`src/rtl/param_leaf_router.sv`:
```
// Leaf router: one GPU port and NUM_SPINES spine uplinks, each behind an ingress FIFO.
// Local flits are round-robin arbitrated to the GPU; non-local GPU flits go up to free spines.
module param_leaf_router #(
    parameter int unsigned  DWIDTH     = 16,
    parameter int unsigned  FIFO_DEPTH = 8,
    parameter int unsigned  NUM_SPINES = 4,
    parameter logic [3:0]   GROUP_ID   = 4'b1000,
    localparam int unsigned GW         = $clog2(NUM_SPINES + 1)
) (
    input  logic                       clk,
    input  logic                       reset,
    input  logic                       arb_enable,
    input  logic [DWIDTH-1:0]          gpu_in_data,
    input  logic [5:0]                 gpu_in_dest,
    input  logic                       gpu_in_valid,
    output logic                       gpu_in_ready,
    output logic [DWIDTH-1:0]          gpu_out_data,
    output logic                       gpu_out_valid,
    input  logic                       gpu_out_ready,
    input  logic [NUM_SPINES*DWIDTH-1:0] spine_in_data,
    input  logic [NUM_SPINES*6-1:0]    spine_in_dest,
    input  logic [NUM_SPINES-1:0]      spine_in_valid,
    output logic [NUM_SPINES-1:0]      spine_in_ready,
    output logic [NUM_SPINES*DWIDTH-1:0] spine_out_data,
    output logic [NUM_SPINES*6-1:0]    spine_out_dest,
    output logic [NUM_SPINES-1:0]      spine_out_valid,
    input  logic [NUM_SPINES-1:0]      spine_out_ready,
    output logic [NUM_SPINES:0]        fifo_full,
    output logic [NUM_SPINES:0]        fifo_empty,
    output logic [7:0]                 drop_count,
    output logic [GW-1:0]              current_grant,
    output logic [1:0]                 routing_direction,
    output logic                       busy
);

    localparam int unsigned NP  = NUM_SPINES + 1;
    localparam int unsigned GPU = NUM_SPINES;
    localparam int unsigned EW  = DWIDTH + 6;
    localparam int unsigned AW  = $clog2(FIFO_DEPTH);
    localparam int unsigned SW  = (NUM_SPINES > 1) ? $clog2(NUM_SPINES) : 1;
    localparam logic [AW:0] FULL_CNT = (AW+1)'(FIFO_DEPTH);

    logic [NP-1:0]  in_valid;
    logic [EW-1:0]  in_ent [NP];
    logic [EW-1:0]  head [NP];
    logic [NP-1:0]  full, empty, push, pop, head_local;

    logic                  gpu_free;
    logic [NUM_SPINES-1:0] spine_free;
    logic                  down_fire, up_fire;
    logic [GW-1:0]         down_win, rr_down;
    logic [SW-1:0]         up_sel, rr_up;
    logic [NUM_SPINES-1:0] drop_vec;
    logic [8:0]            drop_sum, drop_total;
    logic [7:0]            drop_next;
    logic                  xfer_q;
    int unsigned           dn_idx, up_idx;

    always_comb begin
        for (int s = 0; s < NUM_SPINES; s++) begin
            in_valid[s] = spine_in_valid[s];
            in_ent[s]   = {spine_in_dest[s*6 +: 6], spine_in_data[s*DWIDTH +: DWIDTH]};
        end
        in_valid[GPU] = gpu_in_valid;
        in_ent[GPU]   = {gpu_in_dest, gpu_in_data};
    end

    for (genvar p = 0; p < NP; p++) begin : g_fifo
        logic [EW-1:0] mem [FIFO_DEPTH];
        logic [AW-1:0] wr_ptr, rd_ptr;
        logic [AW:0]   count;

        // Ready is a function of registered occupancy only.
        assign full[p]       = (count == FULL_CNT);
        assign empty[p]      = (count == '0);
        assign push[p]       = in_valid[p] & ~full[p];
        assign head[p]       = mem[rd_ptr];
        assign head_local[p] = (head[p][EW-1 -: 4] == GROUP_ID);

        always_ff @(posedge clk or negedge reset) begin
            if (!reset) begin
                wr_ptr <= '0;
                rd_ptr <= '0;
                count  <= '0;
            end else begin
                if (push[p]) wr_ptr <= wr_ptr + 1'b1;
                if (pop[p])  rd_ptr <= rd_ptr + 1'b1;
                count <= count + (AW+1)'(push[p]) - (AW+1)'(pop[p]);
            end
        end

        always_ff @(posedge clk) begin
            if (push[p]) mem[wr_ptr] <= in_ent[p];
        end
    end

    assign fifo_full      = full;
    assign fifo_empty     = empty;
    assign gpu_in_ready   = ~full[GPU];
    assign spine_in_ready = ~full[NUM_SPINES-1:0];

    assign gpu_free   = ~gpu_out_valid | gpu_out_ready;
    assign spine_free = ~spine_out_valid | spine_out_ready;

    always_comb begin
        down_fire = 1'b0;
        down_win  = '0;
        up_fire   = 1'b0;
        up_sel    = '0;
        drop_vec  = '0;
        pop       = '0;
        dn_idx    = 0;
        up_idx    = 0;
        if (arb_enable) begin
            for (int i = 0; i < NP; i++) begin
                dn_idx = (int'(rr_down) + i) % NP;
                if (!down_fire && gpu_free && !empty[dn_idx] && head_local[dn_idx]) begin
                    down_fire = 1'b1;
                    down_win  = GW'(dn_idx);
                end
            end
            // Head-of-line blocking on the GPU FIFO is intentional when no spine is free.
            if (!empty[GPU] && !head_local[GPU]) begin
                for (int i = 0; i < NUM_SPINES; i++) begin
                    up_idx = (int'(rr_up) + i) % NUM_SPINES;
                    if (!up_fire && spine_free[up_idx]) begin
                        up_fire = 1'b1;
                        up_sel  = SW'(up_idx);
                    end
                end
            end
            for (int s = 0; s < NUM_SPINES; s++) begin
                drop_vec[s] = !empty[s] && !head_local[s];
                pop[s]      = drop_vec[s] | (down_fire && (down_win == GW'(s)));
            end
            pop[GPU] = up_fire | (down_fire && (down_win == GW'(GPU)));
        end
    end

    always_comb begin
        drop_sum = '0;
        for (int s = 0; s < NUM_SPINES; s++) begin
            drop_sum = drop_sum + 9'(drop_vec[s]);
        end
        drop_total = {1'b0, drop_count} + drop_sum;
        drop_next  = drop_total[8] ? 8'hFF : drop_total[7:0];
    end

    always_ff @(posedge clk or negedge reset) begin
        if (!reset) begin
            gpu_out_valid     <= 1'b0;
            gpu_out_data      <= '0;
            spine_out_valid   <= '0;
            spine_out_data    <= '0;
            spine_out_dest    <= '0;
            rr_down           <= '0;
            rr_up             <= '0;
            current_grant     <= '0;
            drop_count        <= '0;
            routing_direction <= 2'b00;
            xfer_q            <= 1'b0;
        end else begin
            if (down_fire) begin
                gpu_out_valid <= 1'b1;
                gpu_out_data  <= head[down_win][DWIDTH-1:0];
                current_grant <= down_win;
                rr_down       <= (down_win == GW'(GPU)) ? '0 : down_win + 1'b1;
            end else if (gpu_out_ready) begin
                gpu_out_valid <= 1'b0;
            end
            for (int s = 0; s < NUM_SPINES; s++) begin
                if (up_fire && (up_sel == SW'(s))) begin
                    spine_out_valid[s]               <= 1'b1;
                    spine_out_data[s*DWIDTH +: DWIDTH] <= head[GPU][DWIDTH-1:0];
                    spine_out_dest[s*6 +: 6]         <= head[GPU][EW-1 -: 6];
                end else if (spine_out_ready[s]) begin
                    spine_out_valid[s] <= 1'b0;
                end
            end
            if (up_fire) begin
                rr_up <= (up_sel == SW'(NUM_SPINES - 1)) ? '0 : up_sel + 1'b1;
            end
            drop_count        <= drop_next;
            routing_direction <= {up_fire, down_fire};
            xfer_q            <= up_fire | down_fire;
        end
    end

    assign busy = xfer_q | gpu_out_valid | (|spine_out_valid);

endmodule

```
`config.mk`:
```
export PLATFORM = sky130hd
export DESIGN_NAME = param_leaf_router
export DESIGN_NICKNAME = d
export VERILOG_FILES = /design/src/rtl/param_leaf_router.sv
export SDC_FILE = /design/constraint.sdc
export NUM_CORES = 1
export LEC_CHECK = 0
export BUFFER_PORTS_ARGS = -buffer_cell sky130_fd_sc_hd__buf_2
export CORE_ASPECT_RATIO = 1.75
export CORE_MARGIN = 5
export CORE_UTILIZATION = 55
export DETAILED_ROUTE_END_ITERATION = 10
export PLACE_DENSITY = 0.77
export SYNTH_ARGS = -nofsm -noshare
export SYNTH_HDL_FRONTEND = slang
export SYNTH_SLANG_ARGS = --single-unit
```
`constraint.sdc`:
```
create_clock -name clk -period 7.79 [get_ports clk]
set_input_delay 0 -clock clk [delete_from_list [all_inputs] [get_ports clk]]
set_output_delay 0 -clock clk [all_outputs]
set_load 0.05 [all_outputs]
```
==> metrics.yaml <==
grt:
  overflow: 0
  grt_usage_pct: 23.4
  grt_max_degree: 112
  grt_pass1_wl_mm: 142
  grt_pass1_vias: 23400
  antenna_found_initial: 4
clocking:
  cts_setup_buffers: 0
  clock-root-buffer: "clkbuf_16"
  clock_latency_ns: 0.66
  ctsResizeCount: 0
  postCtsHoldBufs: 113
  cts_tree: "yes"
  clockBufferDepth: 3
  htreeDepth: 3
  clkTransAtPathRegs_ns: 0.07
  cts.sinks: 994
  numCtsBuffers: 84
hold_path:
  hp-class: "input port to async pin"
synth:
  syn_avg_cell_area_um2: 18.1
  ys_warn_count: 0
  synth_area_um2: 40600
  syn_nets: 2437
  async_flop_share_pct: 17.9
  yosysUniqueCellTypes: 82
  synth-seq-cells: 994
  synthFlopType: "edfxtp_1"
  synthCells: 2240
  seq_area_frac_synth_pct: 71.3
  synth_edf_count: 816
power_and_ir_drop:
  p_sw_w: 0.00836
  power_frac_clock_pct: 20.0
  leakage_nw: 17.1
  peakVddDrop_v: 0.000360
  p_per_area_nw_per_um2: 447
  sw_frac_of_total_pct: 39.7
  p_int_w: 0.0127
  seqPwrFrac_pct: 36.0
  combPwrFrac_pct: 43.9
run_status:
  outcome: "finished with violations"
  violations: "hold timing"
floorplan:
  io_pins: 261
  initial_core_util_pct: 55.1
  die_w_um: 215
  die-height_um: 369
  core_um2: 73700
  dieArea_um2: 79600
  num_rows: 132
setup_path:
  cp_data_arrival_time_ns: 7.72
  slowest_stage: "o21ai_0"
  path_delay_family: "compound AO/OA/AOI/OAI gates"
  path_common_cell: "ha_1"
  crit_fanout: 13
  critPathMaxStageDelay_ns: 0.81
  cp-end-kind: "register"
  critPathLaunchType: "register"
  required_ns: 8.36
  setup.worst_path.class: "register to register"
  path_buf_inv: 5
  reg2reg_slack_ns: 0.64
timing:
  rsz0062_at_grt: "false"
  hold_slack_ns: -0.0203
  finalSetupViolCount: 0
  slew_viol_final: 0
  finalHoldViolations: 4
  fin_skew_ns: 0.0251
  finalCritPeriodShare_pct: 91.7
  worstMarginPinSlew_ns: 1.27
  fin_setup_tns_ns: 0
  max_slew_margin_pct: 15.2
  period_minus_slack_ns: 7.15
  fmaxAchievable_mhz: 140
routing:
  first_pass_iters: 5
  post-route-drc-count: 0
  avgRoutedWirePerCell_um: 25.3
  drtAntennaViolNets: 0
  drt_wl_total_mm: 92.9
  viasPerCell: 6.08
  vias: 22300
  drt_iter0_markers: 2054
layout:
  n_fill_cell: 4940
  drive_gt1_share_pct: 29.1
  areaGrowthSynthToFinish_pct: 16.2
  fin_nets: 2853
place:
  gp_congestion: 0.910
  hpwl_mm: 62.0
  numPortBuffers: 252
run:
  max_cap_viol_count: 0
## cell usage in the layout, fill, tap and decap left out, drive strengths merged, types with 34 or more instances in the layout
cell type    netlist  final
clkbuf            68    107
nor2              69     69
ha                66     66
dlygate4sd3        0    113
inv               72     76
nand2            102    102
nand2b            41     41
clkinv             0     36
edfxtp           816    816
o21ai             34     34
mux4             171    171
buf               28    312
mux2i             73     73
dfrtp            178    178
mux2             139    139
## routing by layer
metal  up-vias  share of wire, %  global-route usage [%]
met5         -                 0                       0
met4         0               3.4                    7.93
met3       183               7.1                    4.94
met2       916                53                    41.9
met1     11500                37                    28.4
li1       9735                 -                       -
## registers in the layout, summed over array words and instances, names as in the netlist
signal / count
rr_up: 2
g_fifo.wr_ptr: 15
g_fifo.count: 20
gpu_out_valid: 1
routing_direction: 2
spine_out_data: 64
xfer_q: 1
g_fifo.mem: 816
drop_count: 8
gpu_out_data: 16
spine_out_dest: 24
g_fifo.rd_ptr: 15
spine_out_valid: 4
current_grant: 3
rr_down: 3
## area by class of cell
class / instances / area, µm² / area share, %
Sequential cell: 994 / 29000 / 61.4
Multi-Input combinational cell: 1078 / 11100 / 23.6
Timing Repair Buffer: 426 / 2860 / 6.06
Clock buffer: 106 / 2290 / 4.85
Tap cell: 938 / 1170 / 2.49
Clock inverter: 50 / 497 / 1.05
Inverter: 72 / 270 / 0.573
Antenna cell: 5 / 12.5 / 0.0265
## Yosys cell counts (all sizes together), types with 3 or more instances
cell type  instances  area, µm²
mux4             171       3850
nor2b             11       68.8
a211oi            22        165
dfrtp            178       4450
a2bb2oi           19        166
or3                3       18.8
a31oi             22        138
o221ai             7       61.3
o311ai             3       26.3
xnor2             20        175
buf               28        128
nor3              20        105
a21o              11       82.6
edfxtp           816      24500
xor2              22        193
nand3             33        165
nand2            102        383
inv               72        270
fa                 8        160
nand3b             4       42.5
and3               3       18.8
or2                4       25.0
o21ai             34        174
o21a               4       31.3
mux2             139       1570
o211ai            10       80.1
o31ai              4       48.8
o22ai             25        156
o2111ai           18        158
clkbuf            68        255
nand4              7       43.8
nor4               8       77.6
a21oi             23        123
a211o              5       43.8
nor2              69        259
ha                66        826
nor4b             28        245
mux2i             73        731
and2              10       62.6
nand2b            41        257
## power groups by stage
| stage | clock network [W] | registers, W | logic [W] |
|---|---|---|---|
| 5_1_grt | 0.00454 | 0.00771 | 0.00990 |
| 4_1_cts | 0.00430 | 0.00760 | 0.00929 |
| 2_1_floorplan | 0 | 0.00849 | 0.00566 |
| 3_5_place_dp | 0 | 0.00770 | 0.00919 |
| 6_report | 0.00422 | 0.00759 | 0.00927 |
| 3_3_place_gp | 0 | 0.00761 | 0.00893 |
## worst paths after layout
kind,from,to,depth (start not counted)
min reg2reg,spine_out_dest[21],spine_out_dest[21],2
min,reset,spine_out_data[35],2
max,rr_down[1],g_fifo[2].count[3],26
max reg2reg,rr_down[1],g_fifo[2].count[3],26
max in group asynchronous,reset,g_fifo[0].rd_ptr[0],3
min in group clk,spine_in_data[59],g_fifo[3].mem[7][11],2
## kinds of logic (layout without fill, tap and decap cells)
group           after synthesis  in the layout  share of synthesized area (%)
flops                       994            994                           71.3
mux                         383            383                           15.1
simple gates                349            349                           4.50
compound gates              230            230                           4.12
buf+inv                     168            654                           1.61
fa+ha+maj                    74             74                           2.43
xor+xnor                     42             42                          0.906
other cells                   0              5                              0
## stage by stage
step	setup slack [ns]	instance area (µm²)	util [%]	cells	power [W]
after global placement	0.948	43300	58.7	3395	0.0165
final	0.643	47200	64.0	3669	0.0211
after CTS	0.699	47200	64.0	3664	0.0212
after floorplan	1.80	40600	-	2240	0.0142
after global routing	0.115	47200	64.0	3667	0.0221
after detailed placement	0.760	43300	58.7	3395	0.0169
Power figures use the tool's default switching activity.
